$ cat config.mk
export PLATFORM = sky130hd
export DESIGN_NAME = k423_wb_stage
export DESIGN_NICKNAME = d
export VERILOG_FILES = /design/src/rtl/k423_wb_stage.sv
export SDC_FILE = /design/constraint.sdc
export NUM_CORES = 1
export LEC_CHECK = 0
export BUFFER_PORTS_ARGS = -buffer_cell sky130_fd_sc_hd__buf_2
export CAP_MARGIN = 20
export CORE_AREA = 2 2 149 151
export DETAILED_ROUTE_END_ITERATION = 16
export DIE_AREA = 0 0 151 153
export SLEW_MARGIN = 30
export SYNTH_ARGS = -nofsm -noshare
export SYNTH_HDL_FRONTEND = slang
export SYNTH_SLANG_ARGS = --single-unit
$ cat constraint.sdc
create_clock -name clk_i -period 1.2 [get_ports clk_i]
set_input_delay 0.06 -clock clk_i [delete_from_list [all_inputs] [get_ports clk_i]]
set_output_delay 0.06 -clock clk_i [all_outputs]
set_load 0.05 [all_outputs]
$ cat src/rtl/k423_wb_stage.sv
// Write-back stage: completes loads against the data-memory response, writes the
// register file, redirects the PC and reports retirement. Optional: K423_WB_INSTRET_EN.
`ifndef CORE_XLEN
  `define CORE_XLEN 32
`endif
`ifndef CORE_ADDR_W
  `define CORE_ADDR_W 32
`endif
`ifndef INST_RSDIDX_W
  `define INST_RSDIDX_W 5
`endif
`ifndef LS_SIZE_W
  `define LS_SIZE_W 2
`endif

module k423_wb_stage #(
  parameter int XLEN   = `CORE_XLEN,
  parameter int ADDR_W = `CORE_ADDR_W,
  parameter int RIDX_W = `INST_RSDIDX_W,
  parameter int LSZ_W  = `LS_SIZE_W
) (
  input  logic              clk_i,
  input  logic              rst_n_i,
  input  logic              pcu_clear_wb_i,
  input  logic              ex2wb_stage_vld_i,
  output logic              wb_stage_rdy_o,
  input  logic [ADDR_W-1:0] wb_pc_i,
  input  logic              wb_rd_vld_i,
  input  logic [RIDX_W-1:0] wb_rd_idx_i,
  input  logic [XLEN-1:0]   wb_rd_i,
  input  logic              wb_rd_load_i,
  input  logic [LSZ_W-1:0]  wb_rd_load_size_i,
  input  logic              wb_rd_load_unsigned_i,
  input  logic [ADDR_W-1:0] wb_rd_load_addr_i,
  input  logic              wb_excp_br_tkn_i,
  input  logic [XLEN-1:0]   wb_excp_br_pc_i,
  input  logic              wb_bju_br_tkn_i,
  input  logic [XLEN-1:0]   wb_bju_br_pc_i,
  input  logic              dmem_rsp_vld_i,
  input  logic [XLEN-1:0]   dmem_rsp_data_i,
  output logic              rf_wr_en_o,
  output logic [RIDX_W-1:0] rf_wr_idx_o,
  output logic [XLEN-1:0]   rf_wr_data_o,
  output logic              redirect_vld_o,
  output logic [XLEN-1:0]   redirect_pc_o,
  output logic              retire_vld_o,
  output logic [ADDR_W-1:0] retire_pc_o,
  output logic [63:0]       instret_o,
  output logic [1:0]        wb_state_o
);

  // Handshake: the EX/WB register advances on any cycle where
  // ex2wb_stage_vld_i & wb_stage_rdy_o; an instruction that is held (rdy=0)
  // must keep all of its wb_* fields stable until rdy rises.

  typedef enum logic [1:0] {
    ST_IDLE  = 2'd0,
    ST_WAIT  = 2'd1,
    ST_DRAIN = 2'd2
  } state_e;

  state_e state_q, state_d;

  logic load_miss;
  logic commit;
  logic [XLEN-1:0] load_data;
  logic [7:0]  byte_v;
  logic [15:0] half_v;
  logic        wb_unused;

  assign load_miss = ex2wb_stage_vld_i & wb_rd_load_i & ~dmem_rsp_vld_i;

  // State register
  always_ff @(posedge clk_i or negedge rst_n_i) begin
    if (!rst_n_i) begin
      state_q <= ST_IDLE;
    end else begin
      state_q <= state_d;
    end
  end

  // Next-state logic
  always_comb begin
    state_d = state_q;
    case (state_q)
      ST_IDLE: begin
        if (load_miss) begin
          state_d = pcu_clear_wb_i ? ST_DRAIN : ST_WAIT;
        end
      end
      ST_WAIT: begin
        // A flush coinciding with the response simply drops the load.
        if (dmem_rsp_vld_i) begin
          state_d = ST_IDLE;
        end else if (pcu_clear_wb_i) begin
          state_d = ST_DRAIN;
        end
      end
      ST_DRAIN: begin
        if (dmem_rsp_vld_i) begin
          state_d = ST_IDLE;
        end
      end
      default: state_d = ST_IDLE;
    endcase
  end

  // Output logic: commit qualifier and ready
  always_comb begin
    commit         = 1'b0;
    wb_stage_rdy_o = 1'b0;
    case (state_q)
      ST_IDLE: begin
        commit         = ex2wb_stage_vld_i & ~pcu_clear_wb_i &
                         (~wb_rd_load_i | dmem_rsp_vld_i);
        wb_stage_rdy_o = ~(load_miss & ~pcu_clear_wb_i);
      end
      ST_WAIT: begin
        commit         = ex2wb_stage_vld_i & ~pcu_clear_wb_i & dmem_rsp_vld_i;
        wb_stage_rdy_o = dmem_rsp_vld_i | pcu_clear_wb_i;
      end
      ST_DRAIN: begin
        commit         = 1'b0;
        wb_stage_rdy_o = 1'b0;
      end
      default: begin
        commit         = 1'b0;
        wb_stage_rdy_o = 1'b0;
      end
    endcase
    if (!rst_n_i) begin
      commit         = 1'b0;
      wb_stage_rdy_o = 1'b0;
    end
  end

  // Load alignment; the response is a word, the low address bits pick the lane.
  assign byte_v = dmem_rsp_data_i[{wb_rd_load_addr_i[1:0], 3'b000} +: 8];
  assign half_v = wb_rd_load_addr_i[1] ? dmem_rsp_data_i[31:16] : dmem_rsp_data_i[15:0];

  always_comb begin
    load_data = dmem_rsp_data_i;
    case (wb_rd_load_size_i)
      LSZ_W'(0): load_data = {{(XLEN-8){~wb_rd_load_unsigned_i & byte_v[7]}}, byte_v};
      LSZ_W'(1): load_data = {{(XLEN-16){~wb_rd_load_unsigned_i & half_v[15]}}, half_v};
      default:   load_data = dmem_rsp_data_i;
    endcase
  end

  assign wb_unused = ^wb_rd_load_addr_i[ADDR_W-1:2];

  always_comb begin
    rf_wr_en_o     = commit & wb_rd_vld_i & (wb_rd_idx_i != '0);
    rf_wr_idx_o    = commit ? wb_rd_idx_i : '0;
    rf_wr_data_o   = '0;
    redirect_vld_o = commit & (wb_excp_br_tkn_i | wb_bju_br_tkn_i);
    redirect_pc_o  = '0;
    if (commit) begin
      rf_wr_data_o  = wb_rd_load_i ? load_data : wb_rd_i;
      redirect_pc_o = wb_excp_br_tkn_i ? wb_excp_br_pc_i : wb_bju_br_pc_i;
    end
  end

  always_ff @(posedge clk_i or negedge rst_n_i) begin
    if (!rst_n_i) begin
      retire_vld_o <= 1'b0;
      retire_pc_o  <= '0;
    end else begin
      retire_vld_o <= commit;
      retire_pc_o  <= wb_pc_i;
    end
  end

`ifdef K423_WB_INSTRET_EN
  logic [63:0] instret_q;

  always_ff @(posedge clk_i or negedge rst_n_i) begin
    if (!rst_n_i) begin
      instret_q <= '0;
    end else if (commit) begin
      instret_q <= instret_q + 64'd1;
    end
  end

  assign instret_o = instret_q;
`else
  assign instret_o = '0;
`endif

  assign wb_state_o = state_q;

endmodule

==> metrics, run 1 <==
status=finished, violations left; failing checks=hold timing, setup timing; initial core utilization=14.5%; library cells used by synthesis=43; Synth Instances=352; share of the synthesized area in the top cell type=28.2%; Remaining Overflow, GRT=0; total number of vias=3,891; # IOs=380; Total GRT Usage=11.4%; WHS=-147 ps; DRC=0; Max-Cap Viols=0; CP Launch Type=register; top_reg_cell synth=dfrtp_1; share of cells above drive strength 1=64.3%; Sw Ratio=40.7%; Static Leak=3.10 nW; Post-synth EDFFs=0; Pins Over Slew Limit=0; Tcrit/Tclk final=161%; DR vias/cell=3.95; Num CTS Buffers=5; H-tree depth=2; Cell Rows=54; Post-synth ARST share=100%; Final Util=31.4%; CTS tree=built; Flop pwr share=23.7%; Worst Setup End Kind=output port; hold buffers post-CTS=32; crit path DAT=1870 ps; Yosys reg bits=35; x dimension of the die=151 um; clk slew on worst S/H paths=50 ps; vias in the first global route=3,973; clock latency on the worst-skew pair=270 ps; Hold Path Class=primary input to asynchronous set/reset pin; final WL=14.3 mm; PD cells=785 nW/um^2; synthesis-to-layout area growth=117%; top cells by area, synth=dfrtp_1 28%, buf_4 16%, mux2i_1 10%, mux2_2 6.5%, nor2_1 5.3%; WS Path Type=register to output port; Max Freq=519 MHz; Comb pwr share=47.8%; RSZ-0062 raised after global routing=yes; final hold vios=35; Final ANT Viol Nets=0; Die Area=23,100 sq um; antenna violations before repair=1; largest net degree at the start of global routing=37; drt first-iter violations=103; clk sink count=35; Layout Nets=913; root buf cell=clkbuf_16; post-route setup TNS=-47,500 ps; switching pwr=2.15 mW; Max clock buf depth=2; die height=153 um; Final GP Congestion=0.811; CP Max Fanout=14; drt pass-1 iters=4; fin crit period=1930 ps; worst endpoint required time=1140 ps; Synth Warn #=0; final-report setup violation count=76; Post-DP HPWL=11.6 mm; Synth Area per Inst=8.84 sq um; maximum VDD drop=0.00119 V; Int Pwr=3.14 mW; core area=21,500 sq um; DR WL/cell=14.5 um; port buffer count=285; Seq/Total Area, Yosys=28.2%; largest area contributor in the netlist=dfrtp_1; clock power share=28.4%; clock skew=0.0968 ps; first-pass GRT wire length=20.8 mm; fin worst setup slack=-728 ps; mapped cell area=3110 sq um
-- routing by layer --
| metal | routed length, um | share of wire [%] | global-route usage, % |
|---|---|---|---|
| met5 | 0 | 0 | 0 |
| met4 | 153 | 1.1 | 1.91 |
| met3 | 957 | 6.7 | 1.46 |
| met2 | 7620 | 53 | 21.3 |
| met1 | 5520 | 39 | 13.8 |
-- sequential cells by signal, indices dropped and copies added, names as in the netlist --
| signal | count |
|---|---|
| retire_vld_o | 1 |
| wb_state_o | 2 |
| retire_pc_o | 32 |
-- power by group through the flow --
stage | combinational, mW | clock, mW | sequential [mW]
3_3_place_gp | 2.31 | 0 | 1.27
2_1_floorplan | 1.55 | 0 | 1.50
6_report | 2.53 | 1.51 | 1.26
3_5_place_dp | 2.33 | 0 | 1.28
5_1_grt | 2.67 | 1.61 | 1.26
4_1_cts | 2.53 | 1.55 | 1.26
-- synth_stat cells (2+ instances only) --
| cell | count |
|---|---|
| a211oi_1 | 8 |
| a21oi_1 | 17 |
| a22oi_1 | 8 |
| a311oi_1 | 7 |
| and3_1 | 5 |
| buf_2 | 8 |
| buf_4 | 68 |
| buf_6 | 6 |
| clkbuf_1 | 6 |
| dfrtp_1 | 35 |
| mux2_2 | 18 |
| mux2i_1 | 32 |
| nand2_1 | 10 |
| nand2b_1 | 3 |
| nand3_1 | 7 |
| nor2_1 | 44 |
| nor2b_1 | 18 |
| nor3_1 | 2 |
| nor3b_1 | 2 |
| o22ai_1 | 25 |
-- path summary, 6_finish.rpt --
| path | start | endpoint | slack, ps | depth (start not counted) |
|---|---|---|---|---|
| min in group clk_i | dmem_rsp_vld_i | wb_state_o[1]$_DFFE_PN0P_ | 90 | 3 |
| worst min register to register | wb_state_o[1]$_DFFE_PN0P_ | wb_state_o[0]$_DFFE_PN0P_ | 690 | 3 |
| max in group asynchronous | rst_n_i | wb_state_o[1]$_DFFE_PN0P_ | 1010 | 2 |
| worst max-delay path | wb_state_o[1]$_DFFE_PN0P_ | rf_wr_data_o[6] | -730 | 6 |
| worst min-delay path | rst_n_i | retire_pc_o[9]$_DFF_PN0_ | -150 | 2 |
| worst max register to register | wb_state_o[1]$_DFFE_PN0P_ | retire_vld_o$_DFF_PN0_ | -280 | 5 |
-- area by class of cell --
type | count | area [sq um]
Multi-Input combinational cell | 288 | 2600
Inverter | 2 | 7.51
Sequential cell | 35 | 878
Clock inverter | 2 | 38.8
Antenna cell | 1 | 2.50
Fill cell | 2240 | 14700
Timing Repair Buffer | 372 | 2730
Clock buffer | 6 | 139
Tap cell | 280 | 350
-- worst max-delay path, stage by stage, from the launching register on --
cell	delay [ps]
dfrtp_2	410
nor4bb_2	250
buf_4	190
nand2_8	100
buf_12	200
a311oi_4	230
buf_6	200
-- what timing repair did --
| item | in CTS | in global routing |
|---|---|---|
| setup endpoints to repair | 74 | 76 |
| setup buffers | 7 | 1 |
| gates cloned | 0 | 1 |
| hold endpoints to repair | 67 | 35 |
| pin swaps | 8 | 4 |
| gates resized for setup | 132 | 2 |
-- cell families (layout without fill, tap and decap cells) --
logic type,count (synthesis),in the layout,synth area share (%)
buffers and inverters,92,382,21.6
multiplexers,51,51,17.5
AND/OR/NAND/NOR,102,102,17.0
AO/OA/AOI/OAI,71,71,15.6
other,1,65,0.121
flip-flops,35,35,28.2
-- stage by stage --
step | area (sq um) | std cells | worst slack, ps | power (mW)
6_report | 6740 | 986 | -728 | 5.30
5_1_grt | 6740 | 986 | -799 | 5.54
4_1_cts | 6710 | 984 | -749 | 5.34
3_5_place_dp | 5730 | 937 | -537 | 3.61
3_3_place_gp | 5730 | 937 | -533 | 3.59
2_1_floorplan | 4120 | 415 | -690 | 3.05
-- placed cells by master (no fill, tap or decap), types with 2 or more instances in the layout --
| cell | instances |
|---|---|
| buf_2 | 212 |
| buf_4 | 69 |
| conb_1 | 64 |
| buf_6 | 38 |
| nor2_4 | 34 |
| dfrtp_1 | 33 |
| mux2i_1 | 32 |
| dlygate4sd3_1 | 32 |
| mux2_2 | 18 |
| nor2b_1 | 18 |
| o22ai_4 | 17 |
| a21oi_1 | 15 |
| buf_12 | 15 |
| nor2_1 | 10 |
| nand2_1 | 10 |
| o22ai_1 | 8 |
| a211oi_4 | 8 |
| a22oi_1 | 8 |
| nand3_1 | 7 |
| a311oi_4 | 7 |
| clkbuf_16 | 6 |
| and3_4 | 5 |
| buf_8 | 5 |
| nand2b_1 | 3 |
| nor3b_2 | 2 |
| dfrtp_2 | 2 |
No activity file was read; power rests on OpenSTA's default activity.
==> run 2: changes to the inputs <==
--- a/config.mk
+++ b/config.mk
@@ -10,7 +10,7 @@
 export CORE_AREA = 2 2 149 151
 export DETAILED_ROUTE_END_ITERATION = 16
 export DIE_AREA = 0 0 151 153
-export SLEW_MARGIN = 30
+export SKIP_LAST_GASP = 1
 export SYNTH_ARGS = -nofsm -noshare
 export SYNTH_HDL_FRONTEND = slang
 export SYNTH_SLANG_ARGS = --single-unit
==> run 2 against run 1 <==
Against the previous run:
- non-clock buffer count stayed put
- design area hardly changed
- flip-flop and latch count stayed put
- count of clock-buffer cells in the layout stayed put
- utilization hardly changed
- via count is 0.69% lower
- sequential power hardly changed
- power hardly changed
- the flow still finishes with violations (hold timing, setup timing)
- sequential share of layout area hardly changed
- first-iteration DRC count is 11% higher
- largest power group unchanged
- setup slack worse by 1.2 ps
- combinational power hardly changed
==> metrics, run 2 (same netlist as run 1, synthesis figures left out) <==
status=finished, violations left; failing checks=hold timing, setup timing; Static Leak=3.10 nW; synthesis-to-layout area growth=117%; clock skew=0.140 ps; max layer used=met4; met2 wire length=7.60 mm; R2R cell count=5; PD cells=785 nW/um^2; most frequent cells in the layout=212 x buf_2, 70 x buf_4, 64 x conb_1; antenna violations before repair=1; hold buffers post-CTS=32; clk slew on worst S/H paths=50 ps; share of cells above drive strength 1=64.3%; R2R Setup Slk=-280 ps; DR WL/cell=14.5 um; Num CTS Buffers=5; total number of vias=3,864; fin worst setup slack=-729 ps; highest-delay cell along the critical path=dfrtp_2; max FFs per register=32; clk sink count=35; drt pass-1 iters=4; Max-Cap Viols=0; Layout Nets=913; Total GRT Usage=11.4%; Max clock buf depth=2; die height=153 um; clock latency on the worst-skew pair=270 ps; WS Path Type=register to output port; final hold vios=35; drt first-iter violations=114; Hold Path Class=primary input to asynchronous set/reset pin; Met3 Routed Length=931 um; Die Area=23,100 sq um; Finished Layout Cells=986; WL met1=5.57 mm; vias in the first global route=3,977; most flop-heavy register=retire_pc_o; worst endpoint required time=1140 ps; crit path DAT=1870 ps; port buffer count=285; CP max stage delay=410 ps; commonest non-fill, non-tap cell in the layout=buf_2; initial core utilization=14.5%; first-pass GRT wire length=20.8 mm; x dimension of the die=151 um; WHS=-148 ps; # placed instances=937; Worst Setup EP=rf_wr_data_o[6]; largest net degree at the start of global routing=37; H-tree depth=2; Critical Path Source=wb_state_o[1]$_DFFE_PN0P_; final WL=14.3 mm; total power=5.29 mW; DRC=0; Worst Setup End Kind=output port; Tcrit/Tclk final=161%; Final ANT Viol Nets=0; Final Util=31.4%; # IOs=380; CP Max Fanout=14; maximum VDD drop=0.00119 V; Max Freq=518 MHz; r2r startpoint=wb_state_o[1]$_DFFE_PN0P_; Pins Over Slew Limit=0; Cell Rows=54; CP cell instances=nor4bb_2 > buf_4 > nand2_8 > buf_12 > a311oi_4 > buf_6; Post-DP HPWL=11.6 mm; fin crit period=1930 ps; CP Launch Type=register; post-route setup TNS=-47,490 ps; FF-to-FF End=retire_vld_o$_DFF_PN0_; DR vias/cell=3.92; core area=21,500 sq um; RSZ-0062 raised after global routing=yes; Remaining Overflow, GRT=0; root buf cell=clkbuf_16; Final GP Congestion=0.811; final-report setup violation count=76; CTS tree=built
## run 2: power by group
part | total [mW] | switching, mW | leakage (nW) | internal (mW)
clock network | 1.50 | 0.463 | 0.0875 | 1.04
logic | 2.53 | 1.67 | 2.60 | 0.859
registers | 1.26 | 0.0169 | 0.411 | 1.24
## run 2: what timing repair did
item / 4_1_cts / 5_1_grt
gates cloned: 0 / 1
buffers inserted: 7 / 1
setup endpoints to repair: 74 / 76
gates resized for setup: 129 / 5
pin swaps: 8 / 4
hold endpoints to repair: 67 / 35
## run 2: worst min-delay path by stage
stage	startpoint	to	slack, ps	cells past startpoint
2_1_floorplan	rst_n_i	retire_pc_o[0]$_DFF_PN0_	-240	0
3_3_place_gp	rst_n_i	retire_pc_o[14]$_DFF_PN0_	170	2
3_5_place_dp	rst_n_i	retire_pc_o[9]$_DFF_PN0_	170	2
4_1_cts	rst_n_i	retire_pc_o[11]$_DFF_PN0_	-130	2
5_1_grt	rst_n_i	retire_pc_o[15]$_DFF_PN0_	-100	2
6_report	rst_n_i	retire_pc_o[9]$_DFF_PN0_	-150	2
## run 2: layout make-up
class                   instances  area (sq um)
fillers                      2242         14700
repair buffers                372          2720
multi-input cells             288          2600
flip-flops and latches         35           878
well taps                     280           350
clock buffers                   6           139
clock inverters                 2          38.8
inverters                       2          7.51
diodes                          1          2.50
## run 2: per-layer routing
layer | vias up | GRT usage (%)
li1 | 1830 | -
met1 | 1832 | 13.8
met2 | 190 | 21.4
met3 | 12 | 1.46
met4 | 0 | 1.91
met5 | - | 0
## run 2: worst max-delay path, delay by kind of cell, from the launching register on
kind                   cells  cell delay [ps]
DFF                        1              410
buffers and inverters      3              590
AOI/OAI and AO/OA          1              230
and+or+nand+nor            2              350
## run 2: metrics by stage
stage	setup slack [ps]	hold WS (ps)	cell area, sq um
CTS	-749	-125	6700
detailed placement	-537	167	5730
global placement	-533	168	5730
finish	-729	-148	6740
floorplan	-690	-236	4120
global route	-799	-98.4	6740
==> run 3: changes to the inputs <==
--- a/config.mk
+++ b/config.mk
@@ -5,6 +5,7 @@
 export SDC_FILE = /design/constraint.sdc
 export NUM_CORES = 1
 export LEC_CHECK = 0
+export ABC_CLOCK_PERIOD_IN_PS = 1200
 export BUFFER_PORTS_ARGS = -buffer_cell sky130_fd_sc_hd__buf_2
 export CAP_MARGIN = 20
 export CORE_AREA = 2 2 149 151
@@ -14,3 +15,4 @@
 export SYNTH_ARGS = -nofsm -noshare
 export SYNTH_HDL_FRONTEND = slang
 export SYNTH_SLANG_ARGS = --single-unit
+export TNS_END_PERCENT = 20
==> run 3 against run 2 <==
Against the previous run:
- the flow still finishes with violations (hold timing, setup timing)
- maximum frequency fell by 1.7%
- final cell count shrank 0.81%
- count of clock-buffer cells in the layout fell by 1
- clock power barely moved
- routed wire length fell by 8.4%
- combinational power shrank 3%
- utilization decreased by 1.3 points
- die area did not move
- global-route usage fell by 1.1 points
- hold slack better by 3.0 ps
- critical path type unchanged
- critical endpoint is now rf_wr_data_o[10]
- highest routed layer unchanged
==> metrics, run 3 (same netlist as run 1, synthesis figures left out) <==
Pins Over Slew Limit=0; antenna violations before repair=0; final-report setup violation count=74; fin crit period=1960 ps; most flop-heavy register=retire_pc_o; Max Freq=510 MHz; Tcrit/Tclk final=164%; x dimension of the die=151 um; final hold vios=35; vias in the first global route=3,672; status=finished, violations left; core area=21,500 sq um; WHS=-145 ps; root buf cell=clkbuf_16; initial core utilization=14.5%; Total GRT Usage=10.3%; drt first-iter violations=133; PD cells=806 nW/um^2; clock skew=2.76 ps; cell family with most CP delay=buffers and inverters; total number of vias=3,755; H-tree depth=2; Static Leak=3.02 nW; final WL=13.1 mm; first-pass GRT wire length=19.0 mm; Final ANT Viol Nets=0; worst endpoint required time=1140 ps; hold buffers post-CTS=32; final instance area=6450 sq um; DR vias/cell=3.84; Final GP Congestion=0.851; clk slew on worst S/H paths=60 ps; Num CTS Buffers=5; # IOs=380; Max clock buf depth=2; CP Max Fanout=7; die height=153 um; DR WL/cell=13.4 um; Max-Cap Viols=0; failing checks=hold timing, setup timing; CP max stage delay=420 ps; Post-DP HPWL=10.7 mm; DRC=0; CTS tree=built; Final Util=30.0%; crit path DAT=1900 ps; fin worst setup slack=-762 ps; Layout Nets=905; total power=5.20 mW; CP cell instances=nor4bb_4 > buf_6 > nand2_8 > buf_12 > a211oi_4 > buf_2; Worst Setup End Kind=output port; clk sink count=35; share of cells above drive strength 1=62.3%; FF+latch area=877 sq um; Fillers=2,231; synthesis-to-layout area growth=108%; dpl cell area=5720 sq um; WP buf/inv=3; drt pass-1 iters=4; Die Area=23,100 sq um; WS Path Type=register to output port; RSZ-0062 raised after global routing=yes; Remaining Overflow, GRT=0; Cell Rows=54; largest net degree at the start of global routing=37; CP Launch Type=register; most frequent cells in the layout=232 x buf_2, 64 x conb_1, 61 x buf_4; max FFs per register=32; Hold Path Class=primary input to asynchronous set/reset pin; port buffer count=285; area occupied by multi-input gates=2530 sq um; clock latency on the worst-skew pair=280 ps; maximum VDD drop=0.000811 V; commonest non-fill, non-tap cell in the layout=buf_2; Worst slew margin=64.5%; highest-delay cell along the critical path=dfrtp_2; worst-margin pin slew=532 ps
[run 3: changes by cell type in the layout (fill, tap and decap cells not counted), moves of 2 or more]
cell | previous run | this run
a21oi_1 | 15 | 17
and3_1 | 0 | 5
and3_4 | 5 | 0
buf_2 | 212 | 232
buf_4 | 70 | 61
buf_6 | 37 | 18
buf_8 | 5 | 0
clkbuf_4 | 0 | 5
o22ai_2 | 0 | 2
o22ai_4 | 17 | 15
[run 3: metal layers]
metal  track usage (%)  vias up  share of wire (%)  wire length (um)
met5                 0        -                  0                 0
met4              1.96        0                1.4               184
met3              1.82       16                5.8               763
met2              19.5      167                 54              7100
met1              12.0     1757                 38              5030
li1                  -     1815                  -                 -
[run 3: power breakdown]
group	internal, mW	switching (mW)
Clock	0.986	0.498
Combinational	0.825	1.64
Sequential	1.24	0.0158
[run 3: area by class of cell]
class	count	area share, %
antenna	1	0.0388
tap	280	5.43
multi-input combinational	288	39.3
timing repair buffer	364	38.9
clock inverter	3	0.717
clock buffer	5	1.94
sequential	35	13.6
inverter	2	0.116
[run 3: timing repair]
action / 4_1_cts / 5_1_grt
buffers inserted: 0 / 0
pin swaps: 0 / 1
setup endpoints to repair: 74 / 74
cloned: 0 / 1
resized for setup: 45 / 29
hold endpoints to repair: 67 / 35
[run 3: path summary, 6_finish.rpt]
path,slack [ps],depth (start not counted),startpoint,endpoint
max in group asynchronous,1000,2,rst_n_i,wb_state_o[1]$_DFFE_PN0P_
max reg2reg,-190,5,wb_state_o[1]$_DFFE_PN0P_,retire_vld_o$_DFF_PN0_
min,-140,2,rst_n_i,retire_pc_o[21]$_DFF_PN0_
min reg2reg,600,2,wb_state_o[1]$_DFFE_PN0P_,wb_state_o[0]$_DFFE_PN0P_
min in group clk_i,60,3,dmem_rsp_vld_i,wb_state_o[1]$_DFFE_PN0P_
max,-760,6,wb_state_o[1]$_DFFE_PN0P_,rf_wr_data_o[10]
[run 3: through the flow]
step | TNS (ps) | setup WS, ps | cells
3_5_place_dp | -38810 | -602 | 936
5_1_grt | -56790 | -843 | 977
6_report | -50690 | -762 | 978
2_1_floorplan | -42550 | -691 | 415
4_1_cts | -58050 | -842 | 976
3_3_place_gp | -35590 | -551 | 936
[run 3: worst register-to-register path: cells and delay by family, from the launching register on]
kind	cells	cell delay (ps)
buffers and inverters	3	510
flip-flops	1	420
AND/OR/NAND/NOR	2	410
